File: src/rtl/mips_defs.sv
// Shared MIPS pipeline definitions: destination-select encodings, instruction
// field positions and the default writeback source indices.
package mips_defs;

  typedef enum logic [1:0] {
    A3_RT   = 2'b00,
    A3_RD   = 2'b01,
    A3_LINK = 2'b10,
    A3_NONE = 2'b11
  } a3_sel_e;

  localparam int INSTR_W  = 32;
  localparam int FIELD_W  = 5;
  localparam int RT_LSB   = 16;
  localparam int RD_LSB   = 11;

  localparam int SRC_ALU  = 0;
  localparam int SRC_DM   = 1;
  localparam int SRC_PC8  = 2;
  localparam int SRC_TDM  = 3;

endpackage

File: src/rtl/wb_select_unit_hilo_regs.sv
// HI/LO register pair with commit-gated writes and write-to-read bypass taps
// for the writeback data path.
module hilo_regs #(
  parameter int WIDTH = 32
) (
  input  logic             clk,
  input  logic             reset,
  input  logic             commit,
  input  logic             hi_we,
  input  logic             lo_we,
  input  logic [WIDTH-1:0] hi_wd,
  input  logic [WIDTH-1:0] lo_wd,
  output logic [WIDTH-1:0] hi,
  output logic [WIDTH-1:0] lo,
  output logic [WIDTH-1:0] hi_fwd,
  output logic [WIDTH-1:0] lo_fwd
);

  logic [WIDTH-1:0] hi_d, hi_q;
  logic [WIDTH-1:0] lo_d, lo_q;

  always_comb begin
    hi_d = hi_q;
    lo_d = lo_q;
    if (commit && hi_we) hi_d = hi_wd;
    if (commit && lo_we) lo_d = lo_wd;
  end

  // NOTE: sequential state uses non-blocking assignments so every flop samples
  // its _d value from before the edge, independent of process ordering.
  always_ff @(posedge clk) begin
    if (!reset) begin
      hi_q <= '0;
      lo_q <= '0;
    end else begin
      hi_q <= hi_d;
      lo_q <= lo_d;
    end
  end

  // The bypass only cares whether a write is being presented this cycle; the
  // caller decides whether the selected value is actually consumed.
  assign hi_fwd = hi_we ? hi_wd : hi_q;
  assign lo_fwd = lo_we ? lo_wd : lo_q;
  assign hi     = hi_q;
  assign lo     = lo_q;

endmodule

File: src/rtl/wb_select_unit.sv
// W-stage writeback select: decodes the GRF destination, picks one of NSRC
// result sources (last two are HI/LO) and registers the writeback record.
module wb_select_unit
  import mips_defs::*;
#(
  parameter int WIDTH    = 32,
  parameter int NSRC     = 8,
  parameter int SEL_W    = 3,
  parameter int ADDR_W   = 5,
  parameter int LINK_REG = 31
) (
  input  logic                  clk,
  input  logic                  reset,
  input  logic                  en,
  input  logic                  flush,
  input  logic                  in_valid,
  input  logic [INSTR_W-1:0]    instr,
  input  logic [1:0]            a3_sel,
  input  logic [SEL_W-1:0]      src_sel,
  input  logic [NSRC*WIDTH-1:0] src_data,
  input  logic                  hi_we,
  input  logic                  lo_we,
  input  logic [WIDTH-1:0]      hi_wd,
  input  logic [WIDTH-1:0]      lo_wd,
  output logic                  wb_valid,
  output logic                  wb_we,
  output logic [ADDR_W-1:0]     wb_addr,
  output logic [WIDTH-1:0]      wb_data,
  output logic [WIDTH-1:0]      hi,
  output logic [WIDTH-1:0]      lo,
  output logic                  sel_err
);

  logic              wb_valid_d, wb_valid_q;
  logic [ADDR_W-1:0] wb_addr_d,  wb_addr_q;
  logic [WIDTH-1:0]  wb_data_d,  wb_data_q;
  logic              sel_err_d,  sel_err_q;

  logic              accept;
  logic              commit;
  logic              sel_oor;
  logic [ADDR_W-1:0] dec_addr;
  logic [WIDTH-1:0]  sel_val;
  logic [WIDTH-1:0]  hi_fwd, lo_fwd;
  logic              unused_bits;

  assign accept  = en && !flush;
  assign commit  = accept && in_valid;
  assign sel_oor = int'(src_sel) >= NSRC;

  hilo_regs #(.WIDTH(WIDTH)) u_hilo (
    .clk    (clk),
    .reset  (reset),
    .commit (commit),
    .hi_we  (hi_we),
    .lo_we  (lo_we),
    .hi_wd  (hi_wd),
    .lo_wd  (lo_wd),
    .hi     (hi),
    .lo     (lo),
    .hi_fwd (hi_fwd),
    .lo_fwd (lo_fwd)
  );

  // NOTE: every combinational output gets a default before the case/if chain,
  // so no path leaves a variable unassigned and no latch is inferred.
  always_comb begin
    dec_addr = '0;
    case (a3_sel_e'(a3_sel))
      A3_RT:   dec_addr = ADDR_W'(instr[RT_LSB +: FIELD_W]);
      A3_RD:   dec_addr = ADDR_W'(instr[RD_LSB +: FIELD_W]);
      A3_LINK: dec_addr = ADDR_W'(LINK_REG);
      default: dec_addr = '0;
    endcase
  end

  always_comb begin
    sel_val = '0;
    for (int i = 0; i < NSRC - 2; i++) begin
      if (int'(src_sel) == i) sel_val = src_data[i*WIDTH +: WIDTH];
    end
    if (int'(src_sel) == NSRC - 2) sel_val = hi_fwd;
    if (int'(src_sel) == NSRC - 1) sel_val = lo_fwd;
  end

  always_comb begin
    wb_valid_d = wb_valid_q;
    wb_addr_d  = wb_addr_q;
    wb_data_d  = wb_data_q;
    sel_err_d  = sel_err_q;
    if (flush) begin
      wb_valid_d = 1'b0;
      wb_addr_d  = '0;
      wb_data_d  = '0;
    end else if (en) begin
      wb_valid_d = in_valid;
      wb_addr_d  = in_valid ? dec_addr : '0;
      wb_data_d  = in_valid ? sel_val  : '0;
      // Bubbles carry meaningless selects, so only real records can flag.
      if (in_valid && sel_oor) sel_err_d = 1'b1;
    end
  end

  always_ff @(posedge clk) begin
    if (!reset) begin
      wb_valid_q <= 1'b0;
      wb_addr_q  <= '0;
      wb_data_q  <= '0;
      sel_err_q  <= 1'b0;
    end else begin
      wb_valid_q <= wb_valid_d;
      wb_addr_q  <= wb_addr_d;
      wb_data_q  <= wb_data_d;
      sel_err_q  <= sel_err_d;
    end
  end

  assign wb_valid = wb_valid_q;
  assign wb_addr  = wb_addr_q;
  assign wb_data  = wb_data_q;
  assign sel_err  = sel_err_q;
  assign wb_we    = wb_valid_q && (wb_addr_q != '0);

  // Opcode/funct bits and the ignored HI/LO source slices are deliberately unread.
  assign unused_bits = ^{instr, src_data[NSRC*WIDTH-1 -: 2*WIDTH]};

endmodule

File: config.mk
export PLATFORM = sky130hd
export DESIGN_NAME = wb_select_unit
export DESIGN_NICKNAME = d
export VERILOG_FILES = /design/src/rtl/mips_defs.sv /design/src/rtl/wb_select_unit_hilo_regs.sv /design/src/rtl/wb_select_unit.sv
export SDC_FILE = /design/constraint.sdc
export NUM_CORES = 1
export LEC_CHECK = 0
export ABC_CLOCK_PERIOD_IN_PS = 1400
export CORE_AREA = 4 4 181 183
export DETAILED_ROUTE_END_ITERATION = 10
export DIE_AREA = 0 0 185 187
export GPL_ROUTABILITY_DRIVEN = 0
export GPL_TIMING_DRIVEN = 0
export SYNTH_ARGS = -nofsm -noshare
export SYNTH_HDL_FRONTEND = slang
export SYNTH_SLANG_ARGS = --single-unit
File: constraint.sdc
create_clock -name clk -period 1.4 [get_ports clk]
set_input_delay 0.28 -clock clk [delete_from_list [all_inputs] [get_ports clk]]
set_output_delay 0.28 -clock clk [all_outputs]
set_load 0.005 [all_outputs]
==> flow_metrics.py, run 1 <==
metrics = {
    "floorplanning": {
        "io_pins": 468,
        "fp.dieH_um": 187,
        "core_area_um2": 31200,
        "die_area_um2": 34600,
        "rows": 65,
        "chipWidth_um": 185,
        "start_util_pct": 23.5,
    },
    "critical_path": {
        "cp_slowest_cell": "or4_1",
        "reg2reg_from": "u_hilo.lo[1]",
        "path_cells": "or4_1 -> o21a_1 -> buf_2",
        "arrival_ps": 1490,
        "crit_fanout": 2,
        "crit_type": "reg -> out",
        "cp.required_ps": 1120,
        "cpPeakStageDelay_ps": 510,
        "critPathLaunch": "wb_addr[4]",
        "r2r_slack_ps": 270,
        "rr_worst_depth": 4,
        "timing.rr.end": "wb_data[1]",
        "endpoint_kind": "output port",
        "worstSetupStartpointType": "flop",
        "setup.worst_path.end": "wb_we",
    },
    "yosys": {
        "yosys_warnings": 0,
        "synth_nets": 1247,
        "synth_top_area_cell": "dfxtp_1",
        "synth_top_cell_area_share_pct": 27.8,
        "synth_seq_cells": 102,
        "ys_types": 40,
        "synth_area_um2": 7340,
        "syn_avg_cell_area_um2": 8.32,
        "synthTopCellsByArea": "dfxtp_1 28%, mux2i_1 9.5%, a21boi_1 6.5%",
        "ys_seq_area_share_pct": 27.8,
        "synthCells": 883,
    },
    "timing": {
        "finClkSkew_ps": 12.8,
        "max_freq_mhz": 563,
        "fin_ws_ps": -375,
        "setup_violations": 1,
        "period_minus_slack_ps": 1770,
        "slew_violations": 0,
        "fin_crit_sh_pct": 127,
        "slew_headroom_pct": 51.3,
        "hold_viol_final": 0,
        "rsz0062_at_grt": "true",
        "hold_ws_ps": 292,
        "worst_slew_pin_slew_ps": 730,
    },
    "placement": {
        "io_buffers": 376,
        "dp_cells": 1661,
        "hpwl_um": 31900,
    },
    "worst_hold_path": {
        "min_path_type": "in -> reg",
    },
    "finish": {
        "layout_common_cells": "269 x clkdlybuf4s50_1, 128 x nand2_1, 102 x dlygate4sd2_1, 68 x dfxtp_1, 66 x mux2i_1",
        "layout.cells.non_filler": 1697,
        "drive_gt1_share_pct": 18.4,
        "final_common_cell": "clkdlybuf4s50_1",
        "nets": 1645,
        "area_growth_syn_to_layout_pct": 67.1,
    },
    "power_and_ir_drop": {
        "peakVddDrop_mv": 0.549,
        "powerDensity_nw_per_um2": 673,
        "leakagePower_uw": 0.00514,
    },
    "routing": {
        "vias_per_cell": 5.12,
        "first_iter_violations": 458,
        "ant_nets": 0,
        "num_vias": 8682,
        "drcViolationCount": 0,
        "wire_per_inst_um": 23.8,
        "routed_wl_um": 40400,
        "dr.pass1.iters": 5,
    },
    "clock_network": {
        "clockBufferDepth": 2,
        "cts_root_buf": "clkbuf_16",
        "cts_tree": "yes",
        "cts_made_buffers": 9,
        "clk_pin_slew_ps": 70,
        "clk-insertion-delay-late_ps": 370,
        "htreeDepth": 3,
        "cts.sinks": 102,
    },
    "global_route": {
        "antenna_found_initial": 10,
        "grtUsageTotal_pct": 22.1,
        "grt_max_degree": 18,
        "grt_pass1_wl_um": 57400,
        "grt_pass1_vias": 8773,
        "grt-ovfl-total": 0,
    },
    "job": {
        "maxCapViolCount": 0,
    },
    "outcome": {
        "violations": "negative setup slack",
        "status": "complete, but fails checks",
    },
}
==> layout make-up <==
| cell class | instances | area, µm² |
|---|---|---|
| Inverter | 10 | 37.5 |
| Antenna cell | 9 | 22.5 |
| Clock buffer | 11 | 253 |
| Timing Repair Buffer | 387 | 3730 |
| Sequential cell | 102 | 2080 |
| Buffer | 96 | 681 |
| Fill cell | 3222 | 19000 |
| Multi-Input combinational cell | 675 | 4900 |
| Clock inverter | 5 | 63.8 |
| Tap cell | 402 | 503 |
==> state kept, by name, indices dropped and copies added (netlist names) <==
signal	count
u_hilo.hi	32
u_hilo.lo	32
wb_addr	5
wb_data	32
wb_valid	1
==> metrics by stage <==
step / power, µW / TNS (ps) / setup slack, ps / utilization (%) / area, µm²
after floorplan: 4020 / 0 / 37.5 / - / 7340
after global placement: 5410 / -74160 / -1250 / 37.2 / 11600
after detailed placement: 5420 / -76040 / -1230 / 37.2 / 11600
after CTS: 8270 / -495 / -403 / 38.8 / 12100
after global routing: 8580 / -410 / -410 / 39.3 / 12300
final: 8260 / -375 / -375 / 39.3 / 12300
==> Yosys cell counts (all sizes together) <==
| master | instances |
|---|---|
| o32ai | 2 |
| o21ai | 35 |
| clkbuf | 45 |
| o221ai | 2 |
| inv | 10 |
| o311ai | 30 |
| a21o | 30 |
| o2111ai | 35 |
| nand2 | 129 |
| nand2b | 38 |
| mux2 | 30 |
| a21boi | 64 |
| or2 | 1 |
| dfxtp | 102 |
| nor2b | 33 |
| nor2 | 3 |
| a32oi | 2 |
| a31oi | 32 |
| a21oi | 36 |
| and3 | 31 |
| or4 | 1 |
| mux2i | 70 |
| nand3 | 1 |
| and3b | 1 |
| o21a | 1 |
| a211oi | 32 |
| nand4b | 2 |
| nor3b | 33 |
| buf | 51 |
| conb | 1 |
==> metal layers <==
layer | up-vias | track usage (%) | part of all wire, %
met3 | 65 | 4.12 | 7.0
li1 | 4070 | - | -
met4 | 6 | 8.81 | 2.9
met5 | - | 0 | 0.096
met2 | 365 | 36.4 | 48
met1 | 4176 | 28.5 | 42
==> worst min path at each step <==
stage	cells past startpoint	slack (ps)	start	end
final	3	290	in_valid	wb_addr[3]
after global routing	3	300	in_valid	wb_addr[3]
after CTS	3	270	in_valid	wb_addr[3]
after detailed placement	2	460	u_hilo.lo[30]	u_hilo.lo[30]
after global placement	2	450	u_hilo.hi[3]	u_hilo.hi[3]
after floorplan	2	410	hi_wd[2]	u_hilo.hi[2]
==> power breakdown <==
| group | internal (µW) | switching, µW | total [µW] |
|---|---|---|---|
| clock network | 1510 | 1310 | 2820 |
| registers | 2970 | 44.6 | 3010 |
| logic | 1320 | 1110 | 2430 |
==> kinds of logic after synthesis <==
kind of cell           synth area share (%)
buffers and inverters                  7.82
other                                0.0511
AOI/OAI and AO/OA                      30.4
DFF                                    27.8
muxes                                  14.1
and+or+nand+nor                        19.7
==> repair_timing <==
| item | in CTS | in global routing |
|---|---|---|
| pin swaps | 5 | 7 |
| endpoints found under the hold margin | 0 | 0 |
| hold buffers | 0 | 0 |
| resized for setup | 231 | 35 |
| gates cloned | 2 | 0 |
| endpoints found under the setup margin | 196 | 65 |
| setup buffers | 6 | 3 |
==> worst max-delay path, delay by kind of cell, from the launching register on <==
kind                   cells  cell delay (ps)
flip-flops                 1              320
AND/OR/NAND/NOR            1              510
AO/OA/AOI/OAI              1              190
buffers and inverters      1              120
No activity file was read; power rests on OpenSTA's default activity.
==> run 2: changes to the inputs <==
Settings changed: SKIP_LAST_GASP from default to 1.
==> flow_metrics.py, run 2 (same netlist as run 1, synthesis figures left out) <==
metrics = {
    "timing": {
        "period_minus_slack_ps": 1770,
        "rsz0062_at_grt": "true",
        "fin_ws_ps": -374,
        "fin_crit_sh_pct": 127,
        "max_freq_mhz": 564,
        "slew_violations": 0,
        "finClkSkew_ps": 12.3,
        "setup_violations": 1,
        "worst_slew_pin_slew_ps": 723,
        "slew_headroom_pct": 51.8,
        "hold_viol_final": 0,
    },
    "clock_network": {
        "clockBufferDepth": 2,
        "clk-insertion-delay-late_ps": 370,
        "htreeDepth": 3,
        "cts_hold_buf": 0,
        "cts_made_buffers": 9,
        "clk_pin_slew_ps": 70,
        "cts.sinks": 102,
        "cts_root_buf": "clkbuf_16",
        "cts_tree": "yes",
    },
    "finish": {
        "final_area_um2": 12300,
        "final_common_cell": "clkdlybuf4s50_1",
        "layout_common_cells": "269 x clkdlybuf4s50_1, 128 x nand2_1, 102 x dlygate4sd2_1, 68 x dfxtp_1, 65 x mux2i_1",
        "drive_gt1_share_pct": 18.4,
        "nets": 1645,
        "area_growth_syn_to_layout_pct": 67.2,
    },
    "critical_path": {
        "arrival_ps": 1490,
        "cp_slowest_cell": "or4_1",
        "cp.required_ps": 1120,
        "cp_num_buf_inv": 1,
        "crit_type": "reg -> out",
        "path_cells": "or4_1 -> o21a_1 -> buf_2",
        "crit_fanout": 2,
        "cpPeakStageDelay_ps": 510,
        "worstSetupStartpointType": "flop",
        "crit_family": "simple AND/OR/NAND/NOR gates",
        "endpoint_kind": "output port",
    },
    "power_and_ir_drop": {
        "leakagePower_uw": 0.00513,
        "finalPower_uw": 8240,
        "powerDensity_nw_per_um2": 671,
        "peakVddDrop_mv": 0.547,
    },
    "placement": {
        "io_buffers": 376,
        "hpwl_um": 31900,
        "detailed_place.area_um2": 11600,
    },
    "floorplanning": {
        "fp.dieH_um": 187,
        "start_util_pct": 23.5,
        "rows": 65,
        "chipWidth_um": 185,
        "die_area_um2": 34600,
        "io_pins": 468,
        "core_area_um2": 31200,
    },
    "job": {
        "maxCapViolCount": 0,
    },
    "global_route": {
        "grt_pass1_wl_um": 57400,
        "grt-ovfl-total": 0,
        "grt_pass1_vias": 8773,
        "grtUsageTotal_pct": 22.1,
        "antenna_found_initial": 10,
        "grt_max_degree": 18,
    },
    "worst_hold_path": {
        "min_path_type": "in -> reg",
    },
    "routing": {
        "drcViolationCount": 0,
        "dr.pass1.iters": 5,
        "wire_per_inst_um": 23.8,
        "first_iter_violations": 409,
        "num_vias": 8660,
        "ant_nets": 0,
        "vias_per_cell": 5.11,
        "routed_wl_um": 40300,
    },
    "outcome": {
        "status": "complete, but fails checks",
        "violations": "negative setup slack",
    },
}
run 2: cell count changes in the layout (fill, tap and decap cells not counted), sizes merged:
cell,before,now
diode,9,8
run 2: through the flow:
| step | setup slack [ps] | hold slack, ps | utilization, % | TNS (ps) | std cells |
|---|---|---|---|---|---|
| after floorplan | 37.5 | 415 | - | 0 | 883 |
| after global placement | -1250 | 452 | 37.2 | -74160 | 1661 |
| after detailed placement | -1230 | 462 | 37.2 | -76040 | 1661 |
| after CTS | -403 | 265 | 38.8 | -499 | 1685 |
| after global routing | -410 | 298 | 39.3 | -410 | 1695 |
| final | -374 | 292 | 39.3 | -374 | 1696 |
run 2: area by class of cell:
cell class | instances | area, µm²
Fill cell | 3222 | 19000
Multi-Input combinational cell | 675 | 4910
Timing Repair Buffer | 387 | 3730
Sequential cell | 102 | 2080
Buffer | 96 | 681
Tap cell | 402 | 503
Clock buffer | 11 | 253
Clock inverter | 5 | 63.8
Inverter | 10 | 37.5
Antenna cell | 8 | 20.0
run 2: per-layer routing:
metal / global-route usage, % / vias to the layer above / routed length [µm]
met5: 0 / - / 42
met2: 36.4 / 369 / 19100
met4: 8.81 / 6 / 1290
met3: 4.12 / 72 / 2840
li1: - / 4068 / -
met1: 28.5 / 4145 / 17000
run 2: power by group:
group	internal [µW]	switching, µW	leakage (µW)	total [µW]
clock network	1510	1300	0.000153	2800
registers	2970	44.6	0.000842	3010
logic	1320	1100	0.00414	2420
total	5790	2440	0.00513	8240
run 2: worst register-to-register path, stage by stage (launching register included):
cell       delay, ps
dfxtp_1          350
mux2i_1          120
a21oi_4          240
o2111ai_1        140
a31oi_1          180
run 2: timing repair:
item                                    in CTS  in global routing
pin swaps                                    5                  7
resized for setup                          230                 37
cloned                                       2                  0
endpoints found under the setup margin     196                 65
endpoints found under the hold margin        0                  0
setup buffers                                6                  3
run 2: path summary, 6_finish.rpt:
path | from | to | slack (ps) | depth (start not counted)
worst max-delay path | wb_addr[4] | wb_we | -370 | 3
worst min register to register | u_hilo.hi[7] | u_hilo.hi[7] | 460 | 2
worst min-delay path | in_valid | wb_addr[3] | 290 | 3
worst max register to register | u_hilo.lo[1] | wb_data[1] | 290 | 4
